`src/rtl/counter_cfg_sequencer.sv`:
```
// counter_cfg_sequencer
//
// Purpose:
//   Bus-master controller for the 8-bit up/down counter and its PLR/ULR/LLR/CCR
//   register file. A host request latches four register values. The sequencer
//   first validates them. It then writes all four registers over the
//   ncs/nwr/a1/a0/data bus and checks the counter's err flag. Next it pulses
//   start and supervises the run until the counter reports end-of-cycle or the
//   run times out. The result goes back to the host as a one-cycle done or fail
//   pulse, and fail carries a reason code.
//
// Ports:
//   clk        in   1  single clock, all logic on posedge
//   reset      in   1  asynchronous, active-low
//   req        in   1  host run request, only looked at in IDLE
//   abort      in   1  host abort, honoured in every active state
//   plr_in     in   8  preload value, latched when req is accepted
//   ulr_in     in   8  upper limit, latched when req is accepted
//   llr_in     in   8  lower limit, latched when req is accepted
//   ccr_in     in   8  cycle count, latched when req is accepted
//   cnt_err    in   1  counter err flag
//   cnt_ec     in   1  counter end-of-cycle flag
//   ncs        out  1  counter chip select, active-low
//   nwr        out  1  counter write strobe, active-low
//   nrd        out  1  counter read strobe, permanently inactive
//   a1, a0     out  1  register address
//   bus_dout   out  8  write data toward counter din
//   bus_oe     out  1  drive enable for bus_dout
//   start      out  1  counter start
//   busy       out  1  high whenever the sequencer is not idle
//   done       out  1  one-cycle pulse on a successful run
//   fail       out  1  one-cycle pulse on failure
//   fail_code  out  2  00 abort, 01 range/err, 10 timeout, 11 CCR==0

module counter_cfg_sequencer #(
    parameter int START_W = 1,
    parameter int TIMEOUT = 1024,
    parameter int TO_W    = 11
) (
    input  logic       clk,
    input  logic       reset,
    input  logic       req,
    input  logic       abort,
    input  logic [7:0] plr_in,
    input  logic [7:0] ulr_in,
    input  logic [7:0] llr_in,
    input  logic [7:0] ccr_in,
    input  logic       cnt_err,
    input  logic       cnt_ec,
    output logic       ncs,
    output logic       nwr,
    output logic       nrd,
    output logic       a1,
    output logic       a0,
    output logic [7:0] bus_dout,
    output logic       bus_oe,
    output logic       start,
    output logic       busy,
    output logic       done,
    output logic       fail,
    output logic [1:0] fail_code
);

    typedef enum logic [3:0] {
        S_IDLE, S_VALID, S_WSETUP, S_WSTROBE, S_CHECK,
        S_START, S_RUN, S_DONE, S_FAIL
    } state_t;

    localparam logic [1:0] CODE_ABORT   = 2'b00;
    localparam logic [1:0] CODE_RANGE   = 2'b01;
    localparam logic [1:0] CODE_TIMEOUT = 2'b10;
    localparam logic [1:0] CODE_CCR0    = 2'b11;

    state_t          state_q, state_d;
    logic [7:0]      plr_q, plr_d, ulr_q, ulr_d, llr_q, llr_d, ccr_q, ccr_d;
    logic [1:0]      idx_q, idx_d;
    logic [3:0]      start_cnt_q, start_cnt_d;
    logic [TO_W-1:0] to_cnt_q, to_cnt_d;
    logic            ncs_q, ncs_d, nwr_q, nwr_d, oe_q, oe_d, start_q, start_d;
    logic [1:0]      addr_q, addr_d, code_q, code_d;
    logic [7:0]      dout_q, dout_d, wr_data;
    logic            busy_q, busy_d, done_q, done_d, fail_q, fail_d;

    // Next-state logic. All bus outputs are derived from the next state, so
    // each output is registered together with the state it belongs to.
    always_comb begin
        state_d     = state_q;
        plr_d       = plr_q;
        ulr_d       = ulr_q;
        llr_d       = llr_q;
        ccr_d       = ccr_q;
        idx_d       = idx_q;
        start_cnt_d = start_cnt_q;
        to_cnt_d    = to_cnt_q;
        code_d      = code_q;

        case (state_q)
            S_IDLE: begin
                if (req) begin
                    plr_d   = plr_in;
                    ulr_d   = ulr_in;
                    llr_d   = llr_in;
                    ccr_d   = ccr_in;
                    code_d  = CODE_ABORT;
                    state_d = S_VALID;
                end
            end
            S_VALID: begin
                if (abort) begin
                    state_d = S_FAIL;
                    code_d  = CODE_ABORT;
                end else if (ccr_q == 8'd0) begin
                    state_d = S_FAIL;
                    code_d  = CODE_CCR0;
                end else if ((plr_q < llr_q) || (plr_q > ulr_q)) begin
                    state_d = S_FAIL;
                    code_d  = CODE_RANGE;
                end else begin
                    state_d = S_WSETUP;
                    idx_d   = 2'd0;
                end
            end
            S_WSETUP: begin
                if (abort) begin
                    state_d = S_FAIL;
                    code_d  = CODE_ABORT;
                end else begin
                    state_d = S_WSTROBE;
                end
            end
            S_WSTROBE: begin
                if (abort) begin
                    state_d = S_FAIL;
                    code_d  = CODE_ABORT;
                end else if (idx_q == 2'd3) begin
                    state_d = S_CHECK;
                end else begin
                    idx_d   = idx_q + 2'd1;
                    state_d = S_WSETUP;
                end
            end
            S_CHECK: begin
                if (abort) begin
                    state_d = S_FAIL;
                    code_d  = CODE_ABORT;
                end else if (cnt_err) begin
                    state_d = S_FAIL;
                    code_d  = CODE_RANGE;
                end else begin
                    state_d     = S_START;
                    start_cnt_d = 4'd0;
                end
            end
            S_START: begin
                if (abort) begin
                    state_d = S_FAIL;
                    code_d  = CODE_ABORT;
                end else if (start_cnt_q == 4'(START_W - 1)) begin
                    state_d  = S_RUN;
                    to_cnt_d = '0;
                end else begin
                    start_cnt_d = start_cnt_q + 4'd1;
                end
            end
            S_RUN: begin
                // End-of-cycle wins over abort, which wins over err and timeout.
                if (cnt_ec) begin
                    state_d = S_DONE;
                end else if (abort) begin
                    state_d = S_FAIL;
                    code_d  = CODE_ABORT;
                end else if (cnt_err) begin
                    state_d = S_FAIL;
                    code_d  = CODE_RANGE;
                end else if (to_cnt_q == TO_W'(TIMEOUT - 1)) begin
                    state_d = S_FAIL;
                    code_d  = CODE_TIMEOUT;
                end else begin
                    to_cnt_d = to_cnt_q + TO_W'(1);
                end
            end
            S_DONE:  state_d = S_IDLE;
            S_FAIL:  state_d = S_IDLE;
            default: state_d = S_IDLE;
        endcase
    end

    // Output decode from the upcoming state. Address and data come from the
    // upcoming write index, so they change only on a setup cycle. nwr is high
    // during that cycle.
    always_comb begin
        case (idx_d)
            2'd0:    wr_data = plr_q;
            2'd1:    wr_data = ulr_q;
            2'd2:    wr_data = llr_q;
            default: wr_data = ccr_q;
        endcase

        ncs_d   = 1'b1;
        nwr_d   = 1'b1;
        addr_d  = 2'd0;
        dout_d  = 8'd0;
        oe_d    = 1'b0;
        start_d = 1'b0;

        case (state_d)
            S_WSETUP: begin
                ncs_d  = 1'b0;
                addr_d = idx_d;
                dout_d = wr_data;
                oe_d   = 1'b1;
            end
            S_WSTROBE: begin
                ncs_d  = 1'b0;
                nwr_d  = 1'b0;
                addr_d = idx_d;
                dout_d = wr_data;
                oe_d   = 1'b1;
            end
            S_CHECK, S_RUN: ncs_d = 1'b0;
            S_START: begin
                ncs_d   = 1'b0;
                start_d = 1'b1;
            end
            default: ;
        endcase

        busy_d = (state_d != S_IDLE);
        done_d = (state_d == S_DONE);
        fail_d = (state_d == S_FAIL);
    end

    // State and output registers. Reset is asynchronous, so the bus drops to
    // its inactive levels at once, even in the middle of a write.
    always_ff @(posedge clk or negedge reset) begin
        if (!reset) begin
            state_q     <= S_IDLE;
            plr_q       <= 8'd0;
            ulr_q       <= 8'd0;
            llr_q       <= 8'd0;
            ccr_q       <= 8'd0;
            idx_q       <= 2'd0;
            start_cnt_q <= 4'd0;
            to_cnt_q    <= '0;
            ncs_q       <= 1'b1;
            nwr_q       <= 1'b1;
            addr_q      <= 2'd0;
            dout_q      <= 8'd0;
            oe_q        <= 1'b0;
            start_q     <= 1'b0;
            busy_q      <= 1'b0;
            done_q      <= 1'b0;
            fail_q      <= 1'b0;
            code_q      <= 2'b00;
        end else begin
            state_q     <= state_d;
            plr_q       <= plr_d;
            ulr_q       <= ulr_d;
            llr_q       <= llr_d;
            ccr_q       <= ccr_d;
            idx_q       <= idx_d;
            start_cnt_q <= start_cnt_d;
            to_cnt_q    <= to_cnt_d;
            ncs_q       <= ncs_d;
            nwr_q       <= nwr_d;
            addr_q      <= addr_d;
            dout_q      <= dout_d;
            oe_q        <= oe_d;
            start_q     <= start_d;
            busy_q      <= busy_d;
            done_q      <= done_d;
            fail_q      <= fail_d;
            code_q      <= code_d;
        end
    end

    assign ncs       = ncs_q;
    assign nwr       = nwr_q;
    assign nrd       = 1'b1;
    assign a1        = addr_q[1];
    assign a0        = addr_q[0];
    assign bus_dout  = dout_q;
    assign bus_oe    = oe_q;
    assign start     = start_q;
    assign busy      = busy_q;
    assign done      = done_q;
    assign fail      = fail_q;
    assign fail_code = code_q;

endmodule
```
`config.mk`:
```
export PLATFORM = sky130hd
export DESIGN_NAME = counter_cfg_sequencer
export DESIGN_NICKNAME = d
export VERILOG_FILES = /design/src/rtl/counter_cfg_sequencer.sv
export SDC_FILE = /design/constraint.sdc
export NUM_CORES = 1
export LEC_CHECK = 0
export CAP_MARGIN = 20
export CORE_MARGIN = 5
export CORE_UTILIZATION = 40
export CTS_BUF_LIST = sky130_fd_sc_hd__clkbuf_4 sky130_fd_sc_hd__clkbuf_8
export DETAILED_ROUTE_END_ITERATION = 6
export DONT_BUFFER_PORTS = 1
export PLACE_DENSITY = 0.55
export SLEW_MARGIN = 5
export SYNTH_ARGS = -nofsm -noshare
export SYNTH_HDL_FRONTEND = slang
export SYNTH_SLANG_ARGS = --single-unit
```
`constraint.sdc`:
```
create_clock -name clk -period 2.6 [get_ports clk]
set_input_delay 0.52 -clock clk [delete_from_list [all_inputs] [get_ports clk]]
set_output_delay 0.52 -clock clk [all_outputs]
set_load 0.005 [all_outputs]
```
==> results of run 1 <==
## per-layer routing
metal	wire length, µm	track usage [%]
met1	4050	20.2
met2	4570	27.5
met3	596	6.51
met4	160	5.05
met5	0	0
## state kept, by name (all words and copies together) (netlist names)
register and count:
addr_q 2, bus_dout 8, bus_oe 1, busy 1, ccr_q 8, done 1
fail 1, fail_code 2, idx_q 2, llr_q 8, ncs 1, nwr 1
plr_q 8, start 1, start_cnt_q 4, state_q 4, to_cnt_q 11, ulr_q 8
## area by class of cell
class / count / area share, %
clock buffer: 11 / 3.25
clock inverter: 5 / 2.33
inverter: 35 / 2.94
multi-input combinational: 246 / 42.5
sequential: 72 / 40.4
tap: 133 / 3.73
timing repair buffer: 26 / 4.82
## stage by stage
stage	util (%)	total power [W]	instances	worst slack, ps	cell area, µm²
after global placement	43.0	0.00338	511	67.5	4150
after CTS	46.1	0.00457	528	-0.705	4440
after detailed placement	43.0	0.00340	511	11.5	4150
after global routing	46.3	0.00487	528	11.6	4460
after floorplan	-	0.00296	370	224	3890
final	46.3	0.00453	528	129	4460
## repair_timing
action                                 4_1_cts  5_1_grt
setup endpoints to repair                    2       15
endpoints found under the hold margin       72        0
hold buffers                                 1        0
resized for setup                            2        6
## Yosys cell counts, types with 4 or more instances
library cell  number  area share, %
dfrtp_1           70             45
inv_1             35            3.4
mux2_2            35             10
nand2_1           20            1.9
nor2_1            20            1.9
o21ai_0           19            2.4
ha_1              18            5.8
o31ai_1           16            3.1
a21oi_1           15            1.9
or4_1             10            1.9
a22oi_1            9            1.7
nand3_1            9            1.2
nand4_1            8            1.3
nor3_1             6           0.77
clkbuf_1           5           0.48
buf_2              4           0.51
nor2b_1            4           0.64
## kinds of logic after synthesis
kind of cell	Yosys count	synth area share [%]
flip-flops	72	46.3
multiplexers	37	10.6
AO/OA/AOI/OAI	85	15.8
XOR/XNOR	2	0.450
other	1	0.0963
adder cells (fa/ha/maj)	18	5.78
buffers and inverters	52	6.01
AND/OR/NAND/NOR	103	14.9
## final timing paths
| kind | from | endpoint | slack [ps] | cells after the start |
|---|---|---|---|---|
| hold reg to reg | ulr_q[7] | ulr_q[7] | 520 | 1 |
| hold / removal | reset | addr_q[1] | 40 | 1 |
| min in group clk | ulr_in[1] | ulr_q[1] | 300 | 1 |
| setup reg to reg | plr_q[5] | fail_code[0] | 130 | 7 |
| max in group asynchronous | reset | nwr | 2200 | 1 |
| setup / recovery | plr_q[5] | fail_code[0] | 130 | 7 |
## worst max-delay path: stages, from the launching register on
cell,delay [ps]
dfrtp_1,430
ha_1,320
a211oi_1,230
nor2_1,90
nor4bb_1,270
o211ai_1,280
o21ai_1,360
mux2_2,370
## power by group
group | switching, W | leakage (nW) | internal (W) | total (W)
Sequential | 0.000284 | 0.899 | 0.00147 | 0.00176
Clock | 0.000434 | 0.127 | 0.000675 | 0.00111
Combinational | 0.000859 | 0.975 | 0.000810 | 0.00167
Total | 0.00158 | 2.00 | 0.00296 | 0.00453
==> results.toml, run 1 <==
[worst_hold_path]
hold_class = "in -> async"

[setup_path]
crit_path_end_kind = "register"
start_kind = "register"
crit_fanout = 5
critPathRequiredTime_ps = 2840
worst-setup-path-type = "reg -> reg"
arrival_ps = 2710

[yosys]
synth-async-reset-ratio_pct = 100
synthDistinctLibCells = 61
synth_edf_count = 0
ys_seq_area_share_pct = 46.3
synth_area_per_cell_um2 = 10.5
netlist_area_um2 = 3890
yosys_most_used_dff = "dfrtp_1"
ys_ff_latch = 72
syn_nets = 426
synth_cells = 370
synth.yosys.warnings = 0

[drt]
drc = 0
first_pass_iters = 4
ant_nets = 0
drt-vias-per-instance = 5.46
wirelength_um = 9370
drt_iter0_markers = 84
vias = 2882
wl_per_cell_um = 17.7

[sta]
holdWs_ps = 43.5
worst_pin_slew_ps = 592
timing.final.crit_share_pct = 95.0
period_minus_slack_ps = 2470
fmax_mhz = 405
fin_worst_skew_ps = 7.66
rsz0062_at_grt = "false"
setup_tns_ps = 0
slew_violations = 0
setup_viol = 0
slew_headroom_pct = 60.5
hold_viol_final = 0

[clock_tree]
clockBufferDepth = 2
clk_latency_ps = 360
clkTransAtPathRegs_ps = 80
tritoncts = "done"
cts_sinks = 72
cts_buffers = 9
root_buffer = "clkbuf_8"
post_cts_buffers = 0
htree_num_levels = 3

[floorplanning]
core_area_um2 = 9640
die_h_um = 109
start_util_pct = 40.4
die_area_um2 = 11800
rows = 36
die-width_um = 109
pin_count = 58

[layout]
mostFrequentLayoutCells = "70 x dfrtp_1, 35 x inv_1, 35 x mux2_2"
layout.nets = 446
drive_gt1_share_pct = 24.6
regArea_um2 = 1800
nFillCells = 944
antenna_cells = 0
layout_commonest_cell = "dfrtp_1"
multiInputGateArea_um2 = 1900
syn_to_final_growth_pct = 14.7

[grt]
gr-total-overflow = 0
grt_use_total_pct = 16.7
grt_antenna_before_repair = 0
grt_pass1_wl_um = 15200
grt_max_degree = 73
grt_pass1_vias = 2925

[pwr]
powerDensity_nw_per_um2 = 1020
ir_drop_uv = 536
p_leak_nw = 2.00

[place]
hpwl_um = 6700
numPortBuffers = 0
place_congestion = 0.853

[outcome]
status = "finished clean"

[job]
maxCapViolCount = 0
No activity file was read; power rests on OpenSTA's default activity.
==> inputs of run 2 (changes only) <==
Settings changed: CORE_UTILIZATION 40 to 65, PLACE_DENSITY 0.55 to 0.82.
==> results.toml, run 2 (same netlist as run 1, synthesis figures left out) <==
[sta]
fin_worst_skew_ps = 11.8
rsz0062_at_grt = "true"
slew_headroom_pct = 40.4
timing.final.crit_share_pct = 96.2
slew_violations = 0
period_minus_slack_ps = 2500
worst_pin_slew_ps = 893
hold_viol_final = 0
layout_setup_ws_ps = 97.8
setup_viol = 0
fmax_mhz = 400

[layout]
largest_reg_flops = 11
nFillCells = 426
antenna_cells = 0
mostFrequentLayoutCells = "70 x dfrtp_1, 35 x inv_1, 35 x mux2_2"
final_util_pct = 71.9
syn_to_final_growth_pct = 8.68
layout_commonest_cell = "dfrtp_1"
layout.nets = 434
drive_gt1_share_pct = 21.4
largest_register = "to_cnt_q"

[setup_path]
critPathMaxStageDelay_ps = 880
crit_fanout = 9
ff2ff_path_depth = 7
crit_path_end_kind = "register"
crit_start = "state_q[2]"
crit_chain = "buf_4 -> nor2_1 -> a21o_1 -> a311oi_4 -> a2111oi_2 -> a22oi_1 -> o21ai_0"
start_kind = "register"
reg2reg_slack_ps = 100
endpoint = "bus_dout[7]"
slowest_stage = "a2111oi_2"
worst-setup-path-type = "reg -> reg"
arrival_ps = 2780
critPathRequiredTime_ps = 2880
r2r-start = "state_q[2]"
r2r_end = "bus_dout[7]"

[place]
numPortBuffers = 0
dp_worst_setup_slack_ps = -6.76
hpwl_um = 6180
place_congestion = 0.931

[floorplanning]
die_area_um2 = 7640
rows = 28
start_util_pct = 66.2
die_h_um = 87.4
core_area_um2 = 5890
pin_count = 58
die-width_um = 87.4

[drt]
drc = 0
wirelength_um = 8740
wl_met3_um = 511
first_pass_iters = 4
ant_nets = 0
wl_met2_um = 4510
wl_per_cell_um = 19.1
wl_met1_um = 3480
vias = 2900
top_layer = "met4"
drt_iter0_markers = 328
drt-vias-per-instance = 6.33

[pwr]
p_sw_share_pct = 37.3
internal_power_w = 0.00273
p_switching_w = 0.00163
p_leak_nw = 1.91
powerDensity_nw_per_um2 = 1030
pwr-share-seq_pct = 40.5
finalPower_w = 0.00436
p_comb_share_pct = 38.2
clockPowerShare_pct = 21.2
ir_drop_uv = 730

[worst_hold_path]
hold_class = "in -> async"

[job]
maxCapViolCount = 0

[grt]
grt_max_degree = 71
grt_antenna_before_repair = 0
gr-total-overflow = 0
grt_pass1_wl_um = 14800
grt_use_total_pct = 25.4
grt_pass1_vias = 3098

[clock_tree]
clkTransAtPathRegs_ps = 80
cts_buffers = 9
tritoncts = "done"
clockBufferDepth = 2
clk_latency_ps = 360
cts_sinks = 72
post_cts_buffers = 0
htree_num_levels = 3
root_buffer = "clkbuf_8"

[outcome]
status = "finished clean"
## run 2: cell type report
cell class	count	area, µm²	area share [%]
timing repair buffer	14	128	3.02
clock inverter	6	67.6	1.60
tap	75	93.8	2.22
multi-input combinational	246	1870	44.2
clock buffer	10	138	3.25
sequential	72	1800	42.6
inverter	35	131	3.10
## run 2: how the worst min path moves through the flow
stage	from	to	slack [ps]
2_1_floorplan	reset	addr_q[0]	220
3_3_place_gp	reset	to_cnt_q[6]	230
3_5_place_dp	reset	addr_q[0]	230
4_1_cts	reset	llr_q[3]	60
5_1_grt	reset	to_cnt_q[5]	50
6_report	reset	to_cnt_q[4]	30
## run 2: stage by stage
stage / hold WS, ps / TNS, ps / instances / area, µm²
after floorplan: 224 / 0 / 370 / 3890
after global placement: 227 / 0 / 440 / 3980
after detailed placement: 227 / -6.76 / 440 / 3980
after CTS: 55.9 / 0 / 458 / 4230
after global routing: 51.4 / -603 / 458 / 4230
final: 26.9 / 0 / 458 / 4230
## run 2: what timing repair did
| item | CTS | global route |
|---|---|---|
| endpoints found under the setup margin | 1 | 16 |
| resized for setup | 1 | 2 |
| hold buffers | 2 | 0 |
| hold endpoints to repair | 70 | 0 |
## run 2: critical path: cells and delay by family, from the launching register on
kind                   cells  cell delay, ps
AOI/OAI and AO/OA          5            1510
DFF                        1             490
and+or+nand+nor            1             220
buffers and inverters      1             210
## run 2: routing by layer
layer,up-vias,GRT usage (%)
met3,23,6.24
met1,1416,29.7
met2,100,43.8
li1,1361,-
met5,-,0
met4,0,11.2
## run 2: power by group through the flow
stage | sequential (W) | combinational, W | clock [W]
3_3_place_gp | 0.00178 | 0.00150 | 0
4_1_cts | 0.00177 | 0.00166 | 0.000923
3_5_place_dp | 0.00179 | 0.00159 | 0
6_report | 0.00177 | 0.00167 | 0.000926
5_1_grt | 0.00181 | 0.00188 | 0.000985
2_1_floorplan | 0.00167 | 0.00129 | 0
==> inputs of run 3 (changes only) <==
Settings changed: CORE_ASPECT_RATIO set to 1.1.
==> results.toml, run 3 (same netlist as run 1, synthesis figures left out) <==
[floorplanning]
start_util_pct = 67.1
rows = 29
pin_count = 58
die_area_um2 = 7640
die_h_um = 91.2
die-width_um = 83.8
core_area_um2 = 5810

[pwr]
internal_power_w = 0.00281
finalPower_w = 0.00443
clockPowerShare_pct = 21.5
ir_drop_uv = 724
p_sw_share_pct = 36.5
powerDensity_nw_per_um2 = 1030
p_switching_w = 0.00161
p_comb_share_pct = 38.1
pwr-share-seq_pct = 40.4
p_leak_nw = 1.93

[clock_tree]
htree_num_levels = 3
tritoncts = "done"
clockBufferDepth = 2
cts_buffers = 9
root_buffer = "clkbuf_8"
cts_sinks = 72
post_cts_buffers = 0
clkTransAtPathRegs_ps = 80
clk_latency_ps = 350

[drt]
drt_iter0_markers = 298
first_pass_iters = 5
drt-vias-per-instance = 6.47
ant_nets = 0
drc = 0
wirelength_um = 9020
vias = 2997
wl_per_cell_um = 19.5

[setup_path]
arrival_ps = 2710
crit_path_end_kind = "register"
critPathRequiredTime_ps = 2840
start_kind = "register"
worst-setup-path-type = "reg -> reg"
crit_fanout = 4

[sta]
timing.final.crit_share_pct = 95.1
period_minus_slack_ps = 2470
setup_tns_ps = 0
holdWs_ps = 31.0
slew_headroom_pct = 61.0
setup_viol = 0
fin_worst_skew_ps = 8.25
slew_violations = 0
rsz0062_at_grt = "false"
hold_viol_final = 0
worst_pin_slew_ps = 585
fmax_mhz = 404

[grt]
grt_use_total_pct = 24.5
grt_max_degree = 72
grt_pass1_vias = 3040
gr-total-overflow = 0
grt_antenna_before_repair = 0
grt_pass1_wl_um = 14800

[place]
hpwl_um = 6310
placed_cell_area_um2 = 4010
numPortBuffers = 0
place_congestion = 0.874

[layout]
layout_commonest_cell = "dfrtp_1"
layout.nets = 438
mostFrequentLayoutCells = "70 x dfrtp_1, 35 x inv_1, 35 x mux2_2"
fin_area_um2 = 4300
largest_register = "to_cnt_q"
final_util_pct = 74.0
drive_gt1_share_pct = 22.8
largest_reg_flops = 11
nFillCells = 421
antenna_cells = 0
syn_to_final_growth_pct = 10.3

[outcome]
status = "finished clean"

[job]
maxCapViolCount = 0

[worst_hold_path]
hold_class = "in -> async"
## run 3: final timing paths
check	from	endpoint	slack, ps	cells after the start
worst max-delay path	plr_q[5]	fail_code[0]	130	7
worst min-delay path	reset	to_cnt_q[3]	30	1
worst max register to register	plr_q[5]	fail_code[0]	130	7
worst min register to register	ulr_q[1]	ulr_q[1]	530	1
max in group asynchronous	reset	ncs	2020	1
min in group clk	ccr_in[3]	ccr_q[3]	310	1
## run 3: power by group through the flow
stage          sequential [W]  combinational, W  clock (W)
2_1_floorplan         0.00167           0.00129          0
3_3_place_gp          0.00178           0.00153          0
3_5_place_dp          0.00180           0.00161          0
4_1_cts               0.00179           0.00166   0.000964
5_1_grt               0.00183           0.00188    0.00102
6_report              0.00179           0.00169   0.000950
## run 3: per-stage QoR
| step | setup slack (ps) | std cells |
|---|---|---|
| after floorplan | 224 | 370 |
| after global placement | 97.6 | 446 |
| after detailed placement | 82.4 | 446 |
| after CTS | 17.6 | 463 |
| after global routing | 6.76 | 463 |
| final | 126 | 463 |
## run 3: cell type report
type	instances	area [µm²]	area share, %
Tap cell	77	96.3	2.24
Sequential cell	72	1800	42.0
Clock inverter	6	85.1	1.98
Multi-Input combinational cell	246	1900	44.2
Timing Repair Buffer	18	158	3.67
Clock buffer	9	124	2.88
Inverter	35	131	3.06
## run 3: per-layer routing
layer | share of wire, % | vias up | GRT usage, %
met3 | 7.2 | 35 | 7.42
met5 | 0 | - | 0
met2 | 52 | 140 | 41.1
met1 | 38 | 1459 | 28.5
met4 | 3.4 | 0 | 12.6
li1 | - | 1363 | -
## run 3: worst max-delay path: stages, from the launching register on
cell      delay [ps]
dfrtp_1          430
ha_1             330
a211oi_1         270
nor2_1           110
nor4bb_1         300
o211ai_1         190
o21ai_1          330
mux2_2           400
## run 3: timing repair
item | CTS | global route
endpoints found under the setup margin | 0 | 25
gates resized for setup | 0 | 9
hold buffers | 2 | 0
hold endpoints to repair | 71 | 0
